==> src/rtl/sew_unpacker_result.sv <==
// sew_unpacker_result
// Takes the packed double-width product vector from the SEW-partitioned
// multiplier and turns it into REG_WIDTH-wide writeback words.
//   LOW   : low SEW bits of each product, packed densely
//   HIGH  : high SEW bits of each product, packed densely
//   WIDEN : the full product is emitted as two beats, low half first
// Illegal sew/op_sel values produce one zero beat with err set.
// The output is registered, with valid/ready handshakes on both sides.

module sew_unpacker_result #(
  parameter int REG_WIDTH = 32
) (
  input  logic                   clk,
  input  logic                   reset_n,
  input  logic [1:0]             sew,
  input  logic [1:0]             op_sel,
  input  logic [2*REG_WIDTH-1:0] product_in,
  input  logic                   in_valid,
  output logic                   in_ready,
  output logic [REG_WIDTH-1:0]   result_out,
  output logic                   out_valid,
  input  logic                   out_ready,
  output logic                   out_last,
  output logic                   err
);

  localparam logic [1:0] SEW_8   = 2'b00;
  localparam logic [1:0] SEW_16  = 2'b01;
  localparam logic [1:0] SEW_32  = 2'b10;
  localparam logic [1:0] OP_LOW  = 2'b00;
  localparam logic [1:0] OP_HIGH = 2'b01;
  localparam logic [1:0] OP_WIDE = 2'b10;

  localparam int N8  = REG_WIDTH / 8;
  localparam int N16 = REG_WIDTH / 16;
  localparam int N32 = REG_WIDTH / 32;

  typedef enum logic [1:0] {
    S_IDLE,
    S_HOLD,
    S_HOLD_HI
  } state_t;

  state_t                 r_state;
  state_t                 w_state_nxt;
  state_t                 w_accept_state;
  logic [REG_WIDTH-1:0]   r_result;
  logic [REG_WIDTH-1:0]   r_beat1;
  logic                   r_last;
  logic                   r_err;

  logic                   w_legal;
  logic                   w_widen;
  logic                   w_high;
  logic                   w_accept;
  logic [REG_WIDTH-1:0]   w_narrow;
  logic [REG_WIDTH-1:0]   w_beat0;

  assign w_legal  = (sew != 2'b11) && (op_sel != 2'b11);
  assign w_widen  = w_legal && (op_sel == OP_WIDE);
  assign w_high   = (op_sel == OP_HIGH);

  assign in_ready = (r_state == S_IDLE) || ((r_state == S_HOLD) && out_ready);
  assign w_accept = in_valid && in_ready;

  assign w_accept_state = w_widen ? S_HOLD_HI : S_HOLD;

  // Narrowing selection: pick the low or high SEW bits of each 2*SEW product.
  // NOTE: every always_comb output gets a default first so no path can leave it unassigned and infer a latch.
  always_comb begin
    w_narrow = '0;
    case (sew)
      SEW_8: begin
        for (int i = 0; i < N8; i++)
          w_narrow[8*i +: 8] = w_high ? product_in[16*i + 8 +: 8]
                                      : product_in[16*i +: 8];
      end
      SEW_16: begin
        for (int i = 0; i < N16; i++)
          w_narrow[16*i +: 16] = w_high ? product_in[32*i + 16 +: 16]
                                        : product_in[32*i +: 16];
      end
      SEW_32: begin
        for (int i = 0; i < N32; i++)
          w_narrow[32*i +: 32] = w_high ? product_in[64*i + 32 +: 32]
                                        : product_in[64*i +: 32];
      end
      default: w_narrow = '0;
    endcase
  end

  // First (or only) beat of an accepted transaction.
  always_comb begin
    w_beat0 = '0;
    if (!w_legal)
      w_beat0 = '0;
    else if (op_sel == OP_WIDE)
      w_beat0 = product_in[REG_WIDTH-1:0];
    else if ((op_sel == OP_LOW) || (op_sel == OP_HIGH))
      w_beat0 = w_narrow;
  end

  // Next-state logic for the output-register FSM.
  always_comb begin
    w_state_nxt = r_state;
    case (r_state)
      S_IDLE:    if (in_valid)  w_state_nxt = w_accept_state;
      S_HOLD:    if (out_ready) w_state_nxt = in_valid ? w_accept_state : S_IDLE;
      S_HOLD_HI: if (out_ready) w_state_nxt = S_HOLD;
      default:                  w_state_nxt = S_IDLE;
    endcase
  end

  // State register with synchronous active-low reset.
  // NOTE: sequential state uses non-blocking assignments so every flop samples pre-edge values.
  always_ff @(posedge clk) begin
    if (!reset_n) r_state <= S_IDLE;
    else          r_state <= w_state_nxt;
  end

  // Output beat register: load on accept, or swap in beat1 when beat0 drains.
  always_ff @(posedge clk) begin
    if (!reset_n) begin
      r_result <= '0;
      r_last   <= 1'b0;
      r_err    <= 1'b0;
    end else if (w_accept) begin
      r_result <= w_beat0;
      r_last   <= !w_widen;
      r_err    <= !w_legal;
    end else if ((r_state == S_HOLD_HI) && out_ready) begin
      r_result <= r_beat1;
      r_last   <= 1'b1;
      r_err    <= 1'b0;
    end
  end

  // Upper half of a WIDEN product, parked until beat0 is consumed.
  // NOTE: r_beat1 has no reset; it is only read in HOLD_HI, which is entered solely by the accept that loads it.
  always_ff @(posedge clk) begin
    if (w_accept) r_beat1 <= product_in[2*REG_WIDTH-1:REG_WIDTH];
  end

  assign out_valid  = (r_state != S_IDLE);
  assign result_out = r_result;
  assign out_last   = r_last;
  assign err        = r_err;

endmodule
==> config.mk <==
export PLATFORM = sky130hd
export DESIGN_NAME = sew_unpacker_result
export DESIGN_NICKNAME = d
export VERILOG_FILES = /design/src/rtl/sew_unpacker_result.sv
export SDC_FILE = /design/constraint.sdc
export NUM_CORES = 1
export LEC_CHECK = 0
export ABC_AREA = 1
export BUFFER_PORTS_ARGS = -buffer_cell sky130_fd_sc_hd__buf_2
export CAP_MARGIN = 40
export CELL_PAD_IN_SITES_DETAIL_PLACEMENT = 1
export CELL_PAD_IN_SITES_GLOBAL_PLACEMENT = 2
export CORE_ASPECT_RATIO = 0.6
export CORE_MARGIN = 3
export CORE_UTILIZATION = 27
export CTS_BUF_LIST = sky130_fd_sc_hd__clkbuf_8
export CTS_CLUSTER_DIAMETER = 30
export DETAILED_ROUTE_END_ITERATION = 8
export PLACE_DENSITY = 0.87
export SKIP_CTS_REPAIR_TIMING = 1
export SLEW_MARGIN = 20
export SYNTH_ARGS = -nofsm -noshare
export SYNTH_HDL_FRONTEND = slang
export SYNTH_SLANG_ARGS = --single-unit
export TNS_END_PERCENT = 5
==> constraint.sdc <==
create_clock -name clk -period 1.7 [get_ports clk]
set_clock_uncertainty 0.15 [all_clocks]
set_input_delay 0 -clock clk [delete_from_list [all_inputs] [get_ports clk]]
set_output_delay 0 -clock clk [all_outputs]
set_load 0.02 [all_outputs]
# Word-level counts from Yosys, hierarchy flattened
# Cells that the tools add are included.
# classes
eq_ne	11
muxes	23
n_reduce_logical	15
# op_table
cell	count
$mux 32	6
$pmux 32 s3	1
$mux 16	2
$mux 8	4
$mux 2	5
$ne 2x2->1 const B	5
$eq 2x1->1 const B	3
$eq 2x2->1 const B	3
$logic_not 2->1	3
$pmux 2 s3	1
$logic_and 1x1->1	5
$mux 1	4
$reduce_bool 2->1	2
$reduce_and 3->1	1
$logic_not 1->1	2
$logic_or 1x1->1	2
# totals
register_bits	68
out_inout_bits	36
word_cells	54

# Logic depth before layout (Yosys ltp)
# logic_depth
depth_word	7
depth_mapped	12

# Worst setup path before layout
# Ideal clock, no wire load.
# synth_path
path_type	reg-to-reg
startpoint	register r_state[1]
endpoint	register r_result[31] (netlist: result_out[31])
t_arrival_ns	1.522
slack_ns	-0.041
stages_incl_launch_ff	10
n_path_buf	0
synth_period_minus_slack_ns	1.741
cell_sequence	dfxtp_1 > inv_2 > nand2_2 > nor2_8 > nand2_2 > nor2_1 > inv_1 > o21ai_0 > inv_1 > a21oi_1
# synth_between
elab_chain_cells	5
word_cells_on_any_way	9
classes_between	2 x eq/ne; 1 x mux; 6 x reduce/logical
# synth_rtl
element	line_no	rtl
from (decl)	44	state_t r_state;
from (signal assigned)	118	else r_state <= w_state_nxt;
$eq 2x1->1	63	assign in_ready = (r_state == S_IDLE) || ((r_state == S_HOLD) && out_ready);
$logic_and 1x1->1	63	
$logic_or 1x1->1 *	63	
$logic_and 1x1->1 *	64	assign w_accept = in_valid && in_ready;
named net w_accept	55	logic w_accept;
$mux 32 / $reduce_bool 2->1 (equally long branches)	-	
to (signal assigned)	128	r_result <= w_beat0;
to (signal assigned)	132	r_result <= r_beat1;
to (decl)	47	logic [REG_WIDTH-1:0] r_result;
# Mark *: on every way through the listed nets, which the timed path passes. The rest lies on a longest branch.
# A chain may end at the register's enable or synchronous reset.

# Worst setup path in the final report
# layout_path
startpoint	register r_state[1]
endpoint	register r_result[13] (netlist: result_out[13])
# The elaborated chain is that of the path after synthesis.

==> flow_summary_export.csv <==
group,metric,value,unit
status,status,"completed",
synth,yosys.cell_types.count,30,
synth,synthTopCellsByArea,"edfxtp_1 24%, dfxtp_1 18%, nand2_1 13%, o21ai_0 11%, nand3_1 9.1%",
floorplan,coreArea,14000,um^2
synth,synth_top_area_share,24.1,%
global_routing,grtUsageTotal,20.7,%
timing,setup_viol,0,
placement,place.gp.congestion,0.913,
synth,yosys_register_bits,68,
clocking,htreeDepth,3,
floorplan,rows,33,
synth,yosysTopAreaCell,"edfxtp_1",
global_routing,grt_pass1_wl,25.7,mm
synth,ys_warn_count,0,
floorplan,ios,108,
global_routing,grt_max_degree,30,
clocking,worstSkewPairLatency,0.35,ns
critical_path,crit_fanout,8,
floorplan,dieArea,16300,um^2
synth,netlist_top_cells_count,"140 x nand2_1, 91 x o21ai_0, 73 x nand3_1",
synth,syn-num-nets,639,
detailed_routing,drcViolationCount,0,
critical_path,cp-end-kind,"register",
critical_path,r2r-start,"r_state[1]$_SDFFE_PN0P_",
detailed_routing,wl_per_cell,18.9,um
timing,fmax,0.630,GHz
power_and_ir_drop,p_per_area,801,nW/um^2
global_routing,grt.overflow.total,0,
detailed_routing,ant_nets,0,
global_routing,antenna_found_initial,1,
synth,synthArstFlopShare,0,%
job,drv_cap,0,
placement,dp_hpwl,13.2,mm
floorplan,die_w,163,um
critical_path,cpPeakStageDelay,0.33,ns
timing,drv_slew,0,
critical_path,critPathKind,"reg2reg",
critical_path,crit_path_top_delay_cell,"dfxtp_1",
cells_and_area,antenna_cells,0,
detailed_routing,wirelength,17.8,mm
power_and_ir_drop,p_leak,2.65,nW
clocking,clock_path_buffers,2,
cells_and_area,fin_area,5740,um^2
critical_path,required,1.84,ns
cells_and_area,fin_cells,943,
detailed_routing,viasPerCell,5.08,
clocking,cts_buffers,9,
power_and_ir_drop,total_power,0.00460,W
placement,dp_cells,863,
critical_path,startpoint,"r_state[1]$_SDFFE_PN0P_",
clocking,root_buffer,"clkbuf_8",
timing,finalCritPeriodShare,93.4,%
critical_path,path_cells,"inv_2, nand2_2, nor2_8, inv_4, nor2_4, buf_12, buf_4, nand2_1, a21oi_1",
clocking,cts_sinks,68,
synth,syn_inst,567,
clocking,clkTransAtPathRegs,0.08,ns
critical_path,crit_path_start_kind,"register",
hold_path,hold_path_startpoint,"product_in[16]",
synth,yosysMostFrequentCell,"nand2_1",
placement,placed_cell_area,4850,um^2
cells_and_area,nets,818,
synth,syn_avg_cell_area,7.05,um^2
synth,synth_edf_count,32,
critical_path,cp.arrival,1.72,ns
timing,hold_violations,0,
detailed_routing,vias,4789,
clocking,cts_tree,"done",
detailed_routing,dr.pass1.iters,5,
global_routing,grt_pass1_vias,4508,
synth,ys_seq_area_share,42.1,%
placement,io_buffers,107,
synth,syn-cell-area,4000,um^2
timing,slew_headroom,74.1,%
hold_path,min_path_type,"in2reg",
synth,synth-main-ff-cell,"dfxtp_1",
detailed_routing,drt-initial-drc-count,323,
timing,period_needed,1.59,ns
timing,worstMarginPinSlew,0.388,ns
floorplan,initial_core_util,28.5,%
power_and_ir_drop,vdd_drop_max,360,uV
cells_and_area,layout-drive-gt1-share,24.4,%
floorplan,die_height,100,um
cells_and_area,area_delta_synth_final,43.7,%
-- layout by cell type (no fill, tap or decap), types with 3 or more instances in the layout --
master / Yosys / layout
inv_2: 10 / 10
nor2_1: 24 / 23
dlygate4sd3_1: 0 / 62
nand3_1: 73 / 73
nand2_1: 140 / 140
buf_4: 6 / 30
edfxtp_1: 32 / 32
o21ai_0: 91 / 89
or2_2: 3 / 3
o21ai_1: 7 / 9
nand2_2: 4 / 3
o22ai_1: 3 / 3
buf_2: 13 / 107
nand4_1: 3 / 3
nor2_2: 3 / 4
dfxtp_1: 36 / 35
o2111ai_1: 4 / 4
a21oi_1: 41 / 41
inv_1: 46 / 46
clkbuf_8: 0 / 10
-- through the flow --
stage               setup WS (ns)  hold WS, ns   TNS [ns]  utilization [%]
floorplan                 -0.0108      -0.0511    -0.0974                -
detailed placement         0.0581       0.0496          0             34.6
CTS                        0.0346       -0.329          0             36.1
global placement            0.106       0.0494          0             34.6
finish                      0.113      0.00954          0             40.9
global route            -0.000976       0.0324  -0.000976             40.9
-- power by group --
part / leakage [nW] / switching [W] / internal, W / total [W]
registers: 0.607 / 0.0000541 / 0.00184 / 0.00190
clock network: 0.113 / 0.000681 / 0.000866 / 0.00155
logic: 1.93 / 0.000711 / 0.000440 / 0.00115
total: 2.65 / 0.00145 / 0.00315 / 0.00460
-- cell type report --
class,count,area [um^2]
sequential,68,1680
tap,192,240
clock buffer,10,138
fill,1779,8300
inverter,57,216
timing repair buffer,202,1440
multi-input combinational,408,1940
clock inverter,6,86.3
-- cells by family after synthesis --
kind of cell / Yosys count / share of synthesized area (%)
compound gates: 154 / 20.3
flops: 68 / 42.1
simple gates: 254 / 27.9
buf+inv: 91 / 9.68
-- layer usage --
layer	part of all wire, %	vias to the layer above	routed length (um)	track usage (%)
met5	0.067	-	12	0
met4	1.2	2	210	4.22
met3	6.2	17	1100	4.41
met2	44	149	7830	31.5
met1	49	2354	8680	30.4
li1	-	2267	-	-
-- final timing paths --
kind,endpoint,slack [ns],cells past startpoint
max reg2reg,result_out[13]$_SDFFE_PN0P_,0.11,9
min,result_out[16]$_SDFFE_PN0P_,0.01,5
max,result_out[13]$_SDFFE_PN0P_,0.11,9
min reg2reg,err$_SDFFE_PN0P_,0.37,2
-- state kept, by name (all words and copies together), names as in the netlist --
signal / cells
err: 1
r_state: 2
r_beat1: 32
result_out: 32
out_last: 1
-- critical path: cells and delay by family, from the launching register on --
family	cells	cell delay (ns)
flops	1	0.33
buf+inv	4	0.46
simple gates	4	0.44
compound gates	1	0.13
Note: power is estimated with default switching activity, not from simulation.
